`src/rtl/bus_cycle_ctrl.sv`:
```
// Bus cycle controller for a 6809-style CPU bus sampled from a fast PLL clock.
//
// The asynchronous E, Q and R/W inputs are synchronized into i_clk. A Q rise
// seen in IDLE latches the address and R/W, then decodes the cycle against
// BASE_ADDR/ADDR_MASK. Decoded cycles drive the data buffer enable/direction
// and emit one read or write strobe. A cycle counter in ACTIVE bounds how long
// a stuck E can hold the bus. Every output is registered.
//
// Ports:
//   i_clk        fast PLL clock, sole clock
//   i_reset      synchronous active-low reset
//   i_e_clk      6809 E clock (asynchronous)
//   i_q_clk      6809 Q clock (asynchronous)
//   i_rw         6809 R/W, 1 = read (asynchronous)
//   i_addr       6809 address bus (asynchronous, stable around Q rise)
//   i_e_hold     buffer hold window from the upstream E-delay stage
//   o_cs         decoded cycle in progress
//   o_buf_oe_n   data buffer enable, active low
//   o_buf_dir    1 = FPGA drives the CPU data bus, 0 = CPU drives
//   o_rd_strobe  one-cycle pulse, read data needed
//   o_wr_strobe  one-cycle pulse, write data valid
//   o_addr_lat   address latched for the current cycle
//   o_bus_err    one-cycle pulse on ACTIVE timeout
module bus_cycle_ctrl #(
    parameter logic [15:0] BASE_ADDR   = 16'hC000,
    parameter logic [15:0] ADDR_MASK   = 16'hF000,
    parameter logic [7:0]  TIMEOUT_CYC = 8'd200
) (
    input  logic        i_clk,
    input  logic        i_reset,
    input  logic        i_e_clk,
    input  logic        i_q_clk,
    input  logic        i_rw,
    input  logic [15:0] i_addr,
    input  logic        i_e_hold,
    output logic        o_cs,
    output logic        o_buf_oe_n,
    output logic        o_buf_dir,
    output logic        o_rd_strobe,
    output logic        o_wr_strobe,
    output logic [15:0] o_addr_lat,
    output logic        o_bus_err
);

    typedef enum logic [1:0] {StIdle, StActive, StSkip, StHold} state_e;

    // [0] and [1] form the synchronizer, [2] is the edge-detect delay stage.
    logic [2:0]  e_sync_q, q_sync_q;
    logic [1:0]  rw_sync_q;
    // Counts real samples since reset so that a Q already high at release is not
    // mistaken for a fresh rise while the zeroed pipeline refills.
    logic [1:0]  warm_q;

    state_e      state_q, state_d;
    logic        cs_q, cs_d;
    logic        oe_n_q, oe_n_d;
    logic        dir_q, dir_d;
    logic        rd_q, rd_d;
    logic        wr_q, wr_d;
    logic        err_q, err_d;
    logic [15:0] addr_q, addr_d;
    logic        rw_q, rw_d;
    logic        rd_done_q, rd_done_d;
    logic [7:0]  cnt_q, cnt_d;

    logic e_s2, e_rise, e_fall, q_rise, rw_sync, addr_hit;

    assign e_s2     = e_sync_q[1];
    assign e_rise   = e_sync_q[1] & ~e_sync_q[2];
    assign e_fall   = ~e_sync_q[1] & e_sync_q[2];
    assign q_rise   = (warm_q == 2'd3) & q_sync_q[1] & ~q_sync_q[2];
    assign rw_sync  = rw_sync_q[1];
    assign addr_hit = (i_addr & ADDR_MASK) == BASE_ADDR;

    always_comb begin
        state_d   = state_q;
        cs_d      = 1'b0;
        oe_n_d    = 1'b1;
        dir_d     = 1'b0;
        rd_d      = 1'b0;
        wr_d      = 1'b0;
        err_d     = 1'b0;
        addr_d    = addr_q;
        rw_d      = rw_q;
        rd_done_d = rd_done_q;
        cnt_d     = cnt_q;

        unique case (state_q)
            StIdle: begin
                if (q_rise) begin
                    addr_d = i_addr;
                    rw_d   = rw_sync;
                    if (addr_hit) begin
                        state_d   = StActive;
                        cnt_d     = 8'd0;
                        rd_done_d = 1'b0;
                        cs_d      = 1'b1;
                        dir_d     = rw_sync;
                        oe_n_d    = ~e_s2;
                    end else begin
                        state_d = StSkip;
                    end
                end
            end
            StActive: begin
                cs_d   = 1'b1;
                dir_d  = rw_q;
                oe_n_d = ~e_s2;
                cnt_d  = cnt_q + 8'd1;
                if (rw_q && e_rise && !rd_done_q) begin
                    rd_d      = 1'b1;
                    rd_done_d = 1'b1;
                end
                // E fall has priority over a coincident timeout.
                if (e_fall) begin
                    wr_d    = ~rw_q;
                    state_d = StHold;
                    oe_n_d  = 1'b0;
                end else if (cnt_q == TIMEOUT_CYC - 8'd1) begin
                    err_d   = 1'b1;
                    state_d = StIdle;
                    cs_d    = 1'b0;
                    oe_n_d  = 1'b1;
                    dir_d   = 1'b0;
                end
            end
            StHold: begin
                cs_d   = 1'b1;
                oe_n_d = 1'b0;
                dir_d  = rw_q;
                // Leaving HOLD keeps cs asserted for one trailing cycle.
                if (!i_e_hold) begin
                    state_d = StIdle;
                    oe_n_d  = 1'b1;
                    dir_d   = 1'b0;
                end
            end
            StSkip: begin
                if (e_fall) begin
                    state_d = StIdle;
                end
            end
            default: state_d = StIdle;
        endcase
    end

    always_ff @(posedge i_clk) begin
        if (!i_reset) begin
            e_sync_q  <= '0;
            q_sync_q  <= '0;
            rw_sync_q <= '0;
            warm_q    <= '0;
            state_q   <= StIdle;
            cs_q      <= 1'b0;
            oe_n_q    <= 1'b1;
            dir_q     <= 1'b0;
            rd_q      <= 1'b0;
            wr_q      <= 1'b0;
            err_q     <= 1'b0;
            addr_q    <= '0;
            rw_q      <= 1'b0;
            rd_done_q <= 1'b0;
            cnt_q     <= '0;
        end else begin
            e_sync_q  <= {e_sync_q[1:0], i_e_clk};
            q_sync_q  <= {q_sync_q[1:0], i_q_clk};
            rw_sync_q <= {rw_sync_q[0], i_rw};
            if (warm_q != 2'd3) begin
                warm_q <= warm_q + 2'd1;
            end
            state_q   <= state_d;
            cs_q      <= cs_d;
            oe_n_q    <= oe_n_d;
            dir_q     <= dir_d;
            rd_q      <= rd_d;
            wr_q      <= wr_d;
            err_q     <= err_d;
            addr_q    <= addr_d;
            rw_q      <= rw_d;
            rd_done_q <= rd_done_d;
            cnt_q     <= cnt_d;
        end
    end

    assign o_cs        = cs_q;
    assign o_buf_oe_n  = oe_n_q;
    assign o_buf_dir   = dir_q;
    assign o_rd_strobe = rd_q;
    assign o_wr_strobe = wr_q;
    assign o_addr_lat  = addr_q;
    assign o_bus_err   = err_q;

endmodule

```
`config.mk`:
```
export PLATFORM = sky130hd
export DESIGN_NAME = bus_cycle_ctrl
export DESIGN_NICKNAME = d
export VERILOG_FILES = /design/src/rtl/bus_cycle_ctrl.sv
export SDC_FILE = /design/constraint.sdc
export NUM_CORES = 1
export LEC_CHECK = 0
export BUFFER_PORTS_ARGS = -buffer_cell sky130_fd_sc_hd__clkbuf_2
export CORE_UTILIZATION = 58
export CTS_BUF_LIST = sky130_fd_sc_hd__clkbuf_8
export DETAILED_ROUTE_END_ITERATION = 10
export PLACE_DENSITY = 0.85
export SYNTH_ARGS = -nofsm -noshare
export SYNTH_HDL_FRONTEND = slang
export SYNTH_SLANG_ARGS = --single-unit
```
`constraint.sdc`:
```
create_clock -name i_clk -period 2.98 [get_ports i_clk]
set_input_delay 0.596 -clock i_clk [delete_from_list [all_inputs] [get_ports i_clk]]
set_output_delay 0.596 -clock i_clk [all_outputs]
set_load 0.005 [all_outputs]
```
After elaboration in Yosys (flattened, before gate mapping)
Cells that the tools add are included.
{ "totals": {"mem_count": 0, "out_inout_bits": 22, "mem_bits_ro": 0, "inputBits": 22, "latchBits": 0, "reg_bits": 44, "word_cells": 85, "ramBits": 0} }
{ "classes": {"bitwise": 10, "n_eq_ne": 13, "addsub": 2, "n_reduce_logical": 12, "n_mul": 0, "n_lt_le_gt_ge": 0, "muxes": 33, "shifts": 0, "n_div": 0} }
{ "op_table": {"columns": ["operator", "n"], "rows": [
  ["$mux W1", 19],
  ["$mux W8", 2],
  ["$pmux W8 S2", 1],
  ["$mux W2", 6],
  ["$ne A2 B2 Y1 const B", 6],
  ["$pmux W1 S3", 3],
  ["$add A8 B1 Y8 const B", 1],
  ["$eq A8 B8 Y1 const B", 1],
  ["$pmux W2 S4", 1],
  ["$reduce_and A4 Y1", 2],
  ["$eq A2 B2 Y1 const B", 3],
  ["$not A1 Y1", 6],
  ["$reduce_and A3 Y1", 2],
  ["$and A1 B1 Y1", 4],
  ["$eq A4 B4 Y1 const B", 1],
  ["$reduce_and A2 Y1", 2],
  ["$ne A3 B3 Y1 const B", 1],
  ["$reduce_or A3 Y1", 1],
  ["$add A2 B1 Y2 const B", 1],
  ["$eq A2 B1 Y1 const B", 1],
  ["$logic_and A1 B1 Y1", 2],
  ["$logic_not A2 Y1", 1],
  ["$pmux W1 S2", 1],
  ["$reduce_bool A2 Y1", 1],
  ["$logic_not A1 Y1", 1]
]} }

Depth between registers and ports, before layout
Gate-level depths: netlist of run 1.
{ "logic_depth": {"ltp_word": 6, "depth_mapped": 6, "mapped_depth_nobuf": 5} }

Worst setup path before layout of run 1
No wires, ideal clock.
{ "synth_timing": {"kind": "in2reg", "start": "input port i_addr[13]", "end": "register cnt_q[7]", "t_arrival_ns": 1.614, "setup_ns": 0.071, "required_time_ns": 2.909, "setup_slack_ns": 1.296, "path_stages": 4, "path_cell_list": "and4bb_2 > a21oi_2 > or4_1 > a21oi_1"} }
{ "synth_via": {"elab_chain_len": 3} }
{ "synth_rtl": {"columns": ["element", "line_no", "rtl"], "rows": [
  ["start, declared", "34", "input logic [15:0] i_addr,"],
  ["$eq A4 B4 Y1", "73", "assign addr_hit = (i_addr & ADDR_MASK) == BASE_ADDR;"],
  ["$ne A2 B2 Y1 (no line)", null, null],
  ["$reduce_and A3 Y1 (no line)", null, null],
  ["end signal, assigned", "181", "cnt_q <= cnt_d;"],
  ["end, declared", "64", "logic [7:0] cnt_q, cnt_d;"]
]} }
Every way passes these cells.
A chain may end at the register's enable or synchronous reset.

Worst setup path after layout of run 1
{ "layout_timing": {"start": "register cnt_q[1]", "end": "register dir_q, in the netlist o_buf_dir"} }
{ "layout_via": {"elab_chain_len": 4} }
{ "layout_rtl": {"columns": ["element", "line_no", "rtl"], "rows": [
  ["$eq A8 B8 Y1", "119", "end else if (cnt_q == TIMEOUT_CYC - 8'd1) begin"],
  ["$mux W1", "119", null],
  ["$mux W1", "115", "if (e_fall) begin"],
  ["$pmux W1 S3", "88", "unique case (state_q)"],
  ["end signal, assigned", "174", "dir_q <= dir_d;"],
  ["end, declared", "57", "logic dir_q, dir_d;"]
]} }
Every way passes these cells.

==> impl_metrics.json, run 1 <==
{
  "status": "completed",
  "hp-class": "register to register",
  "gp_congestion": 0.836,
  "use_met1_pct": 26.1,
  "grt_most_used_layer": "met2",
  "seq_area_frac_synth_pct": 50.9,
  "multiInputGateArea_sq_um": 797,
  "initial_core_util_pct": 62.2,
  "vias": 1440,
  "layout_common_cells": "49 x nand2_1, 44 x dfxtp_1, 43 x clkbuf_2",
  "met3_usage_pct": 7.83,
  "clock_path_buffers": 2,
  "area_growth_syn_to_layout_pct": 19.0,
  "yosys_warnings": 0,
  "hpwl_um": 2380,
  "post_dp_cell_area_sq_mm": 0.00195,
  "wl_um": 3320,
  "hold_path_depth": 1,
  "cts_buffers": 5,
  "path_buf_inv": 0,
  "fp.coreArea_sq_mm": 0.00278,
  "synth-edff-count": 0,
  "drv_slew": 0,
  "critical_path_class": "register to register",
  "design_area_sq_mm": 0.00206,
  "fmax_mhz": 548,
  "fp.dieW_um": 56.6,
  "regArea_sq_um": 881,
  "finClkSkew_ns": 0.00593,
  "diodes": 0,
  "tightest_slew_ns": 0.635,
  "wire_per_inst_um": 12.4,
  "p_leak_nw": 0.819,
  "cts.sinks": 44,
  "netlist-cell-type-count": 38,
  "ant_nets": 0,
  "layout_commonest_cell": "nand2_1",
  "syn_avg_cell_area_sq_um": 8.96,
  "synth_area_sq_mm": 0.00173,
  "syn_inst": 193,
  "dieArea_sq_mm": 0.00320,
  "nNetsFinal": 259,
  "fin_crit_ns": 1.83,
  "die_h_um": 56.6,
  "async_flop_share_pct": 0,
  "via_per_inst": 5.39,
  "r2r_slack_ns": 1.15,
  "drtPass1Iterations": 4,
  "hold_start": "rd_done_q$_SDFFE_PN0P_",
  "htreeDepth": 2,
  "drc": 0,
  "ioPinCount": 44,
  "vdd_drop_max_uv": 544,
  "cp.depth": 5,
  "startpoint_type": "register",
  "rr_worst_depth": 5,
  "critPathMaxStageDelay_ns": 0.50,
  "clock_latency_ns": 0.30,
  "reg2reg_to": "o_buf_dir$_SDFF_PN0_",
  "relSlewSlack_pct": 57.3,
  "min_period_over_period_pct": 61.3,
  "clockRootBuffer": "clkbuf_8",
  "cts_resized": 0,
  "cpMaxStageDelayCell": "nor4_1",
  "gr-total-overflow": 0,
  "power_density_mw_per_mm2": 540,
  "r2r-start": "cnt_q[1]$_SDFFE_PN0P_",
  "path_delay_family": "simple AND/OR/NAND/NOR gates",
  "cts_setup_buffers": 0,
  "crit_path_end_kind": "register",
  "grt_pass1_vias": 1311,
  "cts_tree": "done",
  "cap_violations": 0,
  "required_ns": 3.16,
  "antenna_found_initial": 0,
  "drt_iter0_markers": 47,
  "setup_viol": 0,
  "clk_pin_slew_worst_paths_ns": 0.08,
  "ctsHoldBuffers": 0,
  "synth_ff_type": "dfxtp_1",
  "met2_usage_pct": 38.8,
  "rows": 19,
  "ys_ff_latch": 44,
  "grt_use_total_pct": 23.0,
  "setup_tns_ns": 0,
  "grt_setup_unrepaired": "no",
  "grt_max_degree": 39,
  "crit_fanout": 4,
  "worstPathArrival_ns": 2.00,
  "drive_gt1_share_pct": 24.2,
  "portBuffers": 43,
  "crit_chain": "ha_1 > nand4_1 > nor4_1 > nor3b_1 > o22ai_1",
  "min_delay_worst_endpoint": "o_rd_strobe$_SDFF_PN0_",
  "final_hold_viol_count": 0,
  "nFillCells": 225,
  "grt_pass1_wl_um": 5600,
  "synth_fp_nets": 217
}
==> state kept, by name (all words and copies together), names as in the netlist, 2 cells and up <==
signal / cells
rw_sync_q: 2
state_q: 2
warm_q: 2
o_addr_lat: 16
q_sync_q: 3
cnt_q: 8
e_sync_q: 3
==> per-stage QoR <==
stage / hold WS [ns] / setup slack, ns / total power, W / util (%) / cells
after floorplan: 0.402 / 1.30 / 0.000657 / - / 193
after global placement: 0.413 / 1.07 / 0.000677 / 70.0 / 259
after detailed placement: 0.422 / 1.04 / 0.000680 / 70.0 / 259
after CTS: 0.436 / 1.17 / 0.00112 / 74.0 / 267
after global routing: 0.462 / 1.02 / 0.00116 / 74.0 / 267
final: 0.434 / 1.15 / 0.00111 / 74.0 / 267
==> power breakdown <==
| group | switching, W | internal, W |
|---|---|---|
| Clock | 0.000198 | 0.000248 |
| Combinational | 0.0000271 | 0.0000309 |
| Sequential | 0.00000783 | 0.000600 |
==> metal layers <==
metal	routed length (um)	up-vias
li1	-	748
met1	1480	660
met2	1650	24
met3	130	8
met4	65	0
met5	0	-
==> how the worst max path moves through the flow <==
stage	from	to	slack [ns]
after detailed placement	i_addr[13]	cnt_q[5]$_SDFFE_PN0P_	1.04
after floorplan	i_addr[13]	cnt_q[7]$_SDFFE_PN0P_	1.30
after global placement	i_addr[13]	cnt_q[5]$_SDFFE_PN0P_	1.07
after global routing	warm_q[0]$_SDFFE_PN0P_	cnt_q[5]$_SDFFE_PN0P_	1.02
final	cnt_q[1]$_SDFFE_PN0P_	o_buf_dir$_SDFF_PN0_	1.15
after CTS	warm_q[0]$_SDFFE_PN0P_	cnt_q[5]$_SDFFE_PN0P_	1.17
==> final cells by class <==
| class | count | share of cell area, % |
|---|---|---|
| sequential | 44 | 42.8 |
| timing repair buffer | 44 | 10.8 |
| multi-input combinational | 138 | 38.7 |
| clock inverter | 3 | 2.07 |
| clock buffer | 5 | 3.34 |
| tap | 31 | 1.88 |
| inverter | 2 | 0.365 |
==> kinds of logic after synthesis <==
kind of cell / after synthesis / synth area share (%)
flip-flops: 44 / 50.9
AO/OA/AOI/OAI: 41 / 16.3
AND/OR/NAND/NOR: 92 / 26.7
buffers and inverters: 11 / 2.97
XOR/XNOR: 1 / 0.507
adder cells (fa/ha/maj): 2 / 1.45
multiplexers: 2 / 1.16
==> cell usage after synthesis, drive strengths merged (2+ instances only) <==
library cell	n	share of area, %
inv	2	0.43
nand4	3	1.1
and4bb	2	1.4
nor2	4	0.87
or4	2	0.87
a21oi	8	2.5
dfxtp	44	51
ha	2	1.4
nor3	3	1.2
nand2	49	11
o22ai	2	0.72
mux2i	2	1.2
buf	3	1.2
o21ai	5	1.4
and3	2	0.72
o31ai	3	1.3
a21boi	17	7.4
clkbuf	6	1.3
nand3	4	1.2
nor2b	4	1.4
and2	9	3.3
or3	4	1.4
nand3b	2	0.87
(Power assumes the default switching activity.)
==> run 2, diff against run 1 <==
--- a/config.mk
+++ b/config.mk
@@ -6,10 +6,10 @@
 export NUM_CORES = 1
 export LEC_CHECK = 0
 export BUFFER_PORTS_ARGS = -buffer_cell sky130_fd_sc_hd__clkbuf_2
-export CORE_UTILIZATION = 58
+export CORE_UTILIZATION = 49
 export CTS_BUF_LIST = sky130_fd_sc_hd__clkbuf_8
 export DETAILED_ROUTE_END_ITERATION = 10
-export PLACE_DENSITY = 0.85
+export PLACE_DENSITY = 0.77
 export SYNTH_ARGS = -nofsm -noshare
 export SYNTH_HDL_FRONTEND = slang
 export SYNTH_SLANG_ARGS = --single-unit
==> constraint.sdc (replaced) <==
create_clock -name i_clk -period 1.61 [get_ports i_clk]
set_input_delay 0.322 -clock i_clk [delete_from_list [all_inputs] [get_ports i_clk]]
set_output_delay 0.322 -clock i_clk [all_outputs]
set_load 0.005 [all_outputs]
==> run 2 against run 1 <==
Sequential share of layout area is 3.7 points lower. Setup slack got worse by 1.1 ns. Final area up 9.7%. Die area grew 18%. Largest cell class unchanged.
==> impl_metrics.json, run 2 (synthesis gave the netlist of run 1 again) <==
{
  "layout_common_cells": "49 x nand2_1, 43 x clkbuf_2, 42 x dfxtp_1",
  "critical_path_class": "register to register",
  "cts_tree": "done",
  "crit_fanout": 5,
  "setup_tns_ns": 0,
  "crit_path_end_kind": "register",
  "area_growth_syn_to_layout_pct": 30.5,
  "met3_usage_pct": 5.67,
  "grt_most_used_layer": "met2",
  "drtPass1Iterations": 4,
  "clk_pin_slew_worst_paths_ns": 0.08,
  "cap_violations": 0,
  "fp.coreArea_sq_mm": 0.00336,
  "grt_setup_unrepaired": "yes",
  "grt_pass1_vias": 1402,
  "vdd_drop_max_uv": 567,
  "p_leak_nw": 0.907,
  "stdcell_count": 301,
  "clock_latency_ns": 0.29,
  "largest_reg_flops": 16,
  "dp_cells": 289,
  "grt_use_total_pct": 20.8,
  "min_period_over_period_pct": 97.7,
  "use_met1_pct": 23.9,
  "gp_congestion": 0.844,
  "die_h_um": 61.4,
  "cts.sinks": 44,
  "met2_usage_pct": 35.9,
  "wl_um": 3600,
  "htreeDepth": 2,
  "gr-total-overflow": 0,
  "grt_max_degree": 19,
  "fin_crit_ns": 1.57,
  "final_hold_viol_count": 0,
  "finClkSkew_ns": 0.00608,
  "tightest_slew_ns": 0.350,
  "via_per_inst": 5.10,
  "drive_gt1_share_pct": 32.2,
  "diodes": 0,
  "initial_core_util_pct": 51.4,
  "grt_pass1_wl_um": 5710,
  "required_ns": 1.84,
  "status": "completed",
  "dieArea_sq_mm": 0.00377,
  "clockRootBuffer": "clkbuf_8",
  "nFillCells": 296,
  "drv_slew": 0,
  "rows": 21,
  "relSlewSlack_pct": 76.5,
  "vias": 1535,
  "drc": 0,
  "fmax_mhz": 635,
  "wire_per_inst_um": 12.0,
  "layout_commonest_cell": "nand2_1",
  "nNetsFinal": 278,
  "hpwl_um": 2540,
  "power_density_mw_per_mm2": 871,
  "cts_buffers": 5,
  "antenna_found_initial": 0,
  "ioPinCount": 44,
  "ctsHoldBuffers": 0,
  "worstPathArrival_ns": 1.80,
  "startpoint_type": "register",
  "power_w": 0.00197,
  "drt_iter0_markers": 86,
  "hp-class": "primary input to register",
  "ant_nets": 0,
  "fp.dieW_um": 61.4,
  "clock_path_buffers": 2,
  "portBuffers": 43,
  "setup_viol": 0
}
==> run 2: where the power goes <==
group | switching (W) | internal, W | total (W)
sequential | 0.0000181 | 0.00111 | 0.00113
combinational | 0.0000592 | 0.0000771 | 0.000136
clock | 0.000356 | 0.000342 | 0.000698
total | 0.000433 | 0.00153 | 0.00197
==> run 2: through the flow <==
step / setup WS (ns) / hold slack, ns / instance area (sq um) / utilization (%)
global route: -0.0513 / 0.224 / 2260 / 67.1
CTS: 0.0105 / 0.223 / 2190 / 65.1
finish: 0.0363 / 0.226 / 2260 / 67.1
global placement: 0.0435 / 0.414 / 2090 / 62.2
detailed placement: 0.00546 / 0.422 / 2090 / 62.2
floorplan: 0.0605 / 0.402 / 1730 / -
==> run 2: area by class of cell <==
class	instances	area [sq um]	area share, %
Multi-Input combinational cell	139	842	37.3
Timing Repair Buffer	62	374	16.6
Inverter	2	7.51	0.333
Clock buffer	6	82.6	3.66
Clock inverter	2	10.0	0.443
Tap cell	46	57.6	2.55
Sequential cell	44	883	39.1
==> run 2: layer usage <==
layer	vias to the layer above	wire, um
met5	-	0
met4	0	56
met3	7	99
met2	17	1750
met1	724	1700
li1	787	-
==> run 2: critical path: stages, from the launching register on <==
cell	delay, ns
dfxtp_2	0.36
ha_4	0.13
and4bb_2	0.29
a21oi_4	0.09
or4_1	0.53
a21oi_2	0.12
==> run 2: final timing paths <==
check | startpoint | endpoint | slack, ns | cells after the start
worst max register to register | warm_q[0]$_SDFFE_PN0P_ | cnt_q[5]$_SDFFE_PN0P_ | 0.04 | 5
worst min-delay path | i_e_clk | e_sync_q[0]$_SDFF_PN0_ | 0.23 | 2
worst max-delay path | warm_q[0]$_SDFFE_PN0P_ | cnt_q[5]$_SDFFE_PN0P_ | 0.04 | 5
worst min register to register | rd_done_q$_SDFFE_PN0P_ | o_rd_strobe$_SDFF_PN0_ | 0.43 | 1
==> run 2: repair_timing <==
item / CTS / global route
endpoints found under the setup margin: 1 / 21
gates cloned: 0 / 2
setup buffers: 0 / 2
pin swaps: 0 / 7
resized for setup: 1 / 12
